## src/rtl/spi_pkg.sv

```systemverilog
// Shared constants, register map and FSM encoding for the write-only SPI controller.
package spi_pkg;

    localparam int FRAME_W = 16;
    localparam int ADDR_W  = 7;
    localparam int DATA_W  = 8;
    localparam int TICK_W  = 8;
    localparam int BIT_W   = 4;

    localparam logic WRITE_BIT = 1'b1;

    // Peripheral register map; other addresses are still sent, the peripheral drops them.
    localparam logic [ADDR_W-1:0] EN_OUT_7_0  = 7'h00;
    localparam logic [ADDR_W-1:0] EN_OUT_15_8 = 7'h01;
    localparam logic [ADDR_W-1:0] EN_PWM_7_0  = 7'h02;
    localparam logic [ADDR_W-1:0] EN_PWM_15_8 = 7'h03;
    localparam logic [ADDR_W-1:0] PWM_DUTY    = 7'h04;

    typedef enum logic [2:0] {
        ST_IDLE  = 3'd0,
        ST_SETUP = 3'd1,
        ST_HIGH  = 3'd2,
        ST_LOW   = 3'd3,
        ST_HOLD  = 3'd4,
        ST_GAP   = 3'd5
    } state_e;

    function automatic logic [FRAME_W-1:0] build_frame(input logic [ADDR_W-1:0] a,
                                                       input logic [DATA_W-1:0] d);
        return {WRITE_BIT, a, d};
    endfunction

endpackage

```

## src/rtl/spi_tick_gen.sv

```systemverilog
// Phase timer: one-cycle tick every `period` clk cycles while enabled; restarts from zero on request.
module spi_tick_gen
    import spi_pkg::*;
(
    input  logic              clk,
    input  logic              rst,
    input  logic              en,
    input  logic              restart,
    input  logic [TICK_W-1:0] period,
    output logic              tick
);

    logic [TICK_W-1:0] cnt_q, cnt_d;

    assign tick = en && (cnt_q == period - TICK_W'(1));

    // NOTE: cnt_d gets a value on every path before any condition, so no latch is inferred.
    always_comb begin
        cnt_d = cnt_q + TICK_W'(1);
        if (!en || restart || tick) begin
            cnt_d = '0;
        end
    end

    // NOTE: state registers use non-blocking assignments so every flop samples pre-edge values.
    always_ff @(posedge clk) begin
        if (rst) begin
            cnt_q <= '0;
        end else begin
            cnt_q <= cnt_d;
        end
    end

endmodule

```

## src/rtl/spi_controller.sv

```systemverilog
// SPI mode-0 write-only master: sends {1, addr[6:0], data[7:0]} MSB first, one frame per accepted start.
module spi_controller
    import spi_pkg::*;
#(
    parameter int unsigned CLK_DIV    = 4,
    parameter int unsigned GAP_CYCLES = 4
) (
    input  logic              clk,
    input  logic              rst,
    input  logic              start,
    input  logic [ADDR_W-1:0] addr,
    input  logic [DATA_W-1:0] data,
    output logic              ready,
    output logic              done,
    output logic              sclk,
    output logic              ncs,
    output logic              copi
);

    localparam logic [TICK_W-1:0] DIV_T    = TICK_W'(CLK_DIV);
    localparam logic [TICK_W-1:0] GAP_T    = TICK_W'(GAP_CYCLES);
    localparam logic [BIT_W-1:0]  LAST_BIT = BIT_W'(FRAME_W - 1);

    state_e               state_q, state_d;
    logic [FRAME_W-1:0]   shift_q, shift_d;
    logic [BIT_W-1:0]     bit_cnt_q, bit_cnt_d;
    logic                 sclk_q, sclk_d;
    logic                 ncs_q, ncs_d;
    logic                 done_q, done_d;

    logic                 tick;
    logic                 tick_en;
    logic                 tick_restart;
    logic [TICK_W-1:0]    tick_period;
    logic                 accept;

    assign ready        = (state_q == ST_IDLE) && !rst;
    assign accept       = start && ready;
    assign tick_en      = (state_q != ST_IDLE);
    assign tick_restart = (state_d != state_q);
    assign tick_period  = (state_q == ST_GAP) ? GAP_T : DIV_T;

    spi_tick_gen u_tick_gen (
        .clk     (clk),
        .rst     (rst),
        .en      (tick_en),
        .restart (tick_restart),
        .period  (tick_period),
        .tick    (tick)
    );

    always_comb begin
        state_d   = state_q;
        shift_d   = shift_q;
        bit_cnt_d = bit_cnt_q;
        done_d    = 1'b0;

        unique case (state_q)
            ST_IDLE: begin
                if (accept) begin
                    state_d   = ST_SETUP;
                    shift_d   = build_frame(addr, data);
                    bit_cnt_d = '0;
                end
            end
            ST_SETUP: if (tick) state_d = ST_HIGH;
            ST_HIGH: begin
                if (tick) begin
                    if (bit_cnt_q == LAST_BIT) begin
                        state_d = ST_HOLD;
                    end else begin
                        // Shift on the falling sclk edge so copi is stable across the next rise.
                        state_d   = ST_LOW;
                        bit_cnt_d = bit_cnt_q + BIT_W'(1);
                        shift_d   = {shift_q[FRAME_W-2:0], 1'b0};
                    end
                end
            end
            ST_LOW: if (tick) state_d = ST_HIGH;
            ST_HOLD: begin
                if (tick) begin
                    state_d   = ST_GAP;
                    shift_d   = '0;
                    bit_cnt_d = '0;
                    done_d    = 1'b1;
                end
            end
            ST_GAP: if (tick) state_d = ST_IDLE;
            default: state_d = ST_IDLE;
        endcase

        // Bus pins are registered from the next state so they switch with the FSM, glitch-free.
        sclk_d = (state_d == ST_HIGH);
        ncs_d  = !(state_d inside {ST_SETUP, ST_HIGH, ST_LOW, ST_HOLD});
    end

    always_ff @(posedge clk) begin
        if (rst) begin
            state_q   <= ST_IDLE;
            shift_q   <= '0;
            bit_cnt_q <= '0;
            sclk_q    <= 1'b0;
            ncs_q     <= 1'b1;
            done_q    <= 1'b0;
        end else begin
            state_q   <= state_d;
            shift_q   <= shift_d;
            bit_cnt_q <= bit_cnt_d;
            sclk_q    <= sclk_d;
            ncs_q     <= ncs_d;
            done_q    <= done_d;
        end
    end

    assign sclk = sclk_q;
    assign ncs  = ncs_q;
    assign copi = shift_q[FRAME_W-1];
    assign done = done_q;

endmodule

```

## config.mk

```make
export PLATFORM = sky130hd
export DESIGN_NAME = spi_controller
export DESIGN_NICKNAME = d
export VERILOG_FILES = /design/src/rtl/spi_pkg.sv /design/src/rtl/spi_tick_gen.sv /design/src/rtl/spi_controller.sv
export SDC_FILE = /design/constraint.sdc
export NUM_CORES = 1
export LEC_CHECK = 0
export BUFFER_PORTS_ARGS = -buffer_cell sky130_fd_sc_hd__buf_2
export CORE_MARGIN = 3
export CORE_UTILIZATION = 51
export DETAILED_ROUTE_END_ITERATION = 6
export GPL_TIMING_DRIVEN = 0
export MAX_ROUTING_LAYER = met4
export PLACE_DENSITY_LB_ADDON = 0.05
export SLEW_MARGIN = 20
export SYNTH_ARGS = -nofsm -noshare
export SYNTH_HDL_FRONTEND = slang
export SYNTH_SLANG_ARGS = --single-unit
```

## constraint.sdc

```tcl
create_clock -name clk -period 2.3 [get_ports clk]
set_input_delay 0.115 -clock clk [delete_from_list [all_inputs] [get_ports clk]]
set_output_delay 0.115 -clock clk [all_outputs]
set_load 0.05 [all_outputs]
```

==> flow_summary.ini <==
[status]
status = finished, final reports clean

[worst_setup_path]
critPathLaunch = u_tick_gen.cnt_q[0]
crit_fanout = 10
crit_required_ns = 2.53
cp-start-kind = register
critical_path_arrival_ns = 2.48
worst-r2r-setup-slack_ns = 0.06
reg2reg_from = u_tick_gen.cnt_q[0]
cp-end-kind = register
r2r_end = shift_q[4]
rr_worst_depth = 7
criticalPathCategory = reg -> reg

[detailed_routing]
wirelength_um = 3880
drt_iter0_markers = 74
drc = 0
vias_per_cell = 5.51
drtPass1Iterations = 4
routedWlPerCell_um = 13.8
ant_nets = 0
vias = 1554

[power_and_ir_drop]
peakVddDrop_mv = 0.414
p_sw_uw = 293
p_sw_frac = 0.264
leakagePower_nw = 0.864
p_per_area_mw_per_mm2 = 535
p_comb_frac = 0.123
p_int_uw = 817
pwr-share-clk = 0.321
power.sequential.fraction = 0.556

[timing]
min_period_ns = 2.24
rsz0062_at_grt = no
max_freq_ghz = 0.446
worst_slew_pin_slew_ns = 0.670
fin_tns_setup_ns = 0
worst_slack_ns = 0.0573
drv_slew = 0
slew-limit-headroom = 0.550
fin_skew_ns = 0.0127
finalCritPeriodShare = 0.975
hold_viol = 0
whs_ns = 0.122
finalSetupViolations = 0

[hold_path]
hold_end = shift_q[14]
whs_path_depth = 4
hold_start = addr[6]
hold_class = in -> reg

[layout]
area_delta_synth_final_pct = 15.4
antenna_cells = 0
layout_commonest_cell = dfxtp_1
drive_gt1_frac = 0.252
layout_common_cells = dfxtp_1, buf_2, nand2_1
fin_nets = 257
fill_cells = 308

[floorplan]
io_pins = 23
die_h_um = 65.4
start_util = 0.561
rows = 20
coreArea_mm2 = 0.00320
dieArea_mm2 = 0.00427
dieWidth_um = 65.4

[global_route]
gr-total-overflow = 0
antenna_found_initial = 0
grt_pass1_vias = 1489
grt_usage = 0.206
grt_max_degree = 11
grt_pass1_wl_um = 6650

[clock_network]
postCtsHoldBufs = 0
ctsLongestPathBuffers = 2
tritoncts = done
cts_root_buf = clkbuf_4
clkSinkCount = 34
cts_made_buffers = 5
clock_latency_ns = 0.34
clkTransAtPathRegs_ns = 0.10
htreeDepth = 2

[placement]
dp.final_hpwl_um = 2800
gp_congestion = 0.855
pre_cts_ws_ns = -0.0619
port_buffers = 22

[synth]
synth_cells = 207
seq_area_frac_synth = 0.379
synth-warning-count = 0
synth_fp_nets = 227
synth-seq-cells = 34
avgSynthCellArea_um2 = 8.69
syn_area_mm2 = 0.00180
synth_cell_types = 44

[run]
maxCapViolCount = 0
[Yosys cell counts, drive strengths merged]
| cell | number | share of area |
|---|---|---|
| mux2 | 13 | 0.090 |
| o21ai | 16 | 0.045 |
| inv | 3 | 0.0063 |
| or4 | 1 | 0.0063 |
| xnor2 | 2 | 0.0097 |
| and3 | 5 | 0.018 |
| o21bai | 2 | 0.0083 |
| nor2 | 11 | 0.023 |
| nor4 | 3 | 0.010 |
| buf | 4 | 0.022 |
| nand2 | 20 | 0.042 |
| o211ai | 2 | 0.0083 |
| a21o | 1 | 0.0049 |
| ha | 2 | 0.014 |
| or3 | 1 | 0.0063 |
| o22ai | 1 | 0.0035 |
| and2 | 4 | 0.014 |
| a211oi | 1 | 0.0042 |
| mux2i | 2 | 0.011 |
| o211a | 1 | 0.0056 |
| a32o | 2 | 0.011 |
| a22o | 1 | 0.0056 |
| o31ai | 1 | 0.0042 |
| nor3 | 4 | 0.011 |
| o21a | 1 | 0.0042 |
| nand3b | 2 | 0.0083 |
| nor3b | 7 | 0.029 |
| and2b | 4 | 0.017 |
| clkbuf | 9 | 0.019 |
| a32oi | 1 | 0.0049 |
| nor2b | 12 | 0.042 |
| a2111o | 1 | 0.0063 |
| a31o | 1 | 0.0049 |
| a21oi | 16 | 0.045 |
| xor2 | 5 | 0.024 |
| a31oi | 1 | 0.0035 |
| dfxtp | 34 | 0.38 |
| nand3 | 9 | 0.025 |
| or3b | 1 | 0.0049 |
[logic make-up after synthesis]
family | count (synthesis) | share of synthesized area
compound gates | 49 | 0.168
xor+xnor | 7 | 0.0341
mux | 15 | 0.101
simple gates | 84 | 0.257
fa+ha+maj | 2 | 0.0139
flops | 34 | 0.379
buf+inv | 16 | 0.0473
[worst max path at each step]
stage | endpoint | slack (ns) | cells after the start
after floorplan | shift_q[1] | 0.07 | 7
after global placement | shift_q[4] | -0.03 | 7
after detailed placement | shift_q[1] | -0.06 | 7
after CTS | shift_q[4] | 0.007 | 7
after global routing | shift_q[4] | 0.002 | 6
final | shift_q[4] | 0.06 | 7
[area by class of cell]
class / count / area [um^2] / area share
repair buffers: 23 / 118 / 0.0567
clock buffers: 7 / 55.1 / 0.0265
plain buffers: 13 / 73.8 / 0.0356
multi-input cells: 157 / 1070 / 0.514
well taps: 44 / 55.1 / 0.0265
inverters: 3 / 11.3 / 0.00542
clock inverters: 1 / 5.00 / 0.00241
flip-flops and latches: 34 / 691 / 0.333
[layer usage]
metal,vias to the layer above,track usage,wire length (um)
li1,797,-,-
met1,724,0.257,1850
met2,28,0.322,1830
met3,5,0.0376,170
met4,0,0.0984,34
met5,-,-,0
[critical path: stages (launching register included)]
cell and delay (ns):
dfxtp_4 0.38, ha_4 0.16, or3b_4 0.41, or3_4 0.40
o21a_1 0.20, buf_6 0.15, buf_12 0.15, mux2_4 0.29
[power groups by stage]
stage	Clock [mW]	Sequential, mW	Combinational [mW]
2_1_floorplan	0	0.639	0.0886
3_3_place_gp	0	0.631	0.132
3_5_place_dp	0	0.632	0.136
4_1_cts	0.358	0.619	0.137
5_1_grt	0.388	0.620	0.151
6_report	0.356	0.617	0.137
[state kept, by name, summed over array words and instances (netlist names)]
name / count
sclk: 1
ncs: 1
done: 1
shift_q: 16
state_q: 3
bit_cnt_q: 4
u_tick_gen.cnt_q: 8
[stage by stage]
| step | utilization | std cells | power (mW) | instance area, um^2 |
|---|---|---|---|---|
| after floorplan | - | 207 | 0.728 | 1820 |
| after global placement | 0.619 | 273 | 0.763 | 1980 |
| after detailed placement | 0.619 | 273 | 0.768 | 1980 |
| after CTS | 0.641 | 281 | 1.11 | 2050 |
| after global routing | 0.648 | 282 | 1.16 | 2080 |
| final | 0.648 | 282 | 1.11 | 2080 |
[what timing repair did]
| action | CTS | global route |
|---|---|---|
| setup buffers | 0 | 1 |
| pin swaps | 1 | 0 |
| resized for setup | 2 | 6 |
| setup endpoints to repair | 7 | 15 |
No activity file was read; power rests on OpenSTA's default activity.
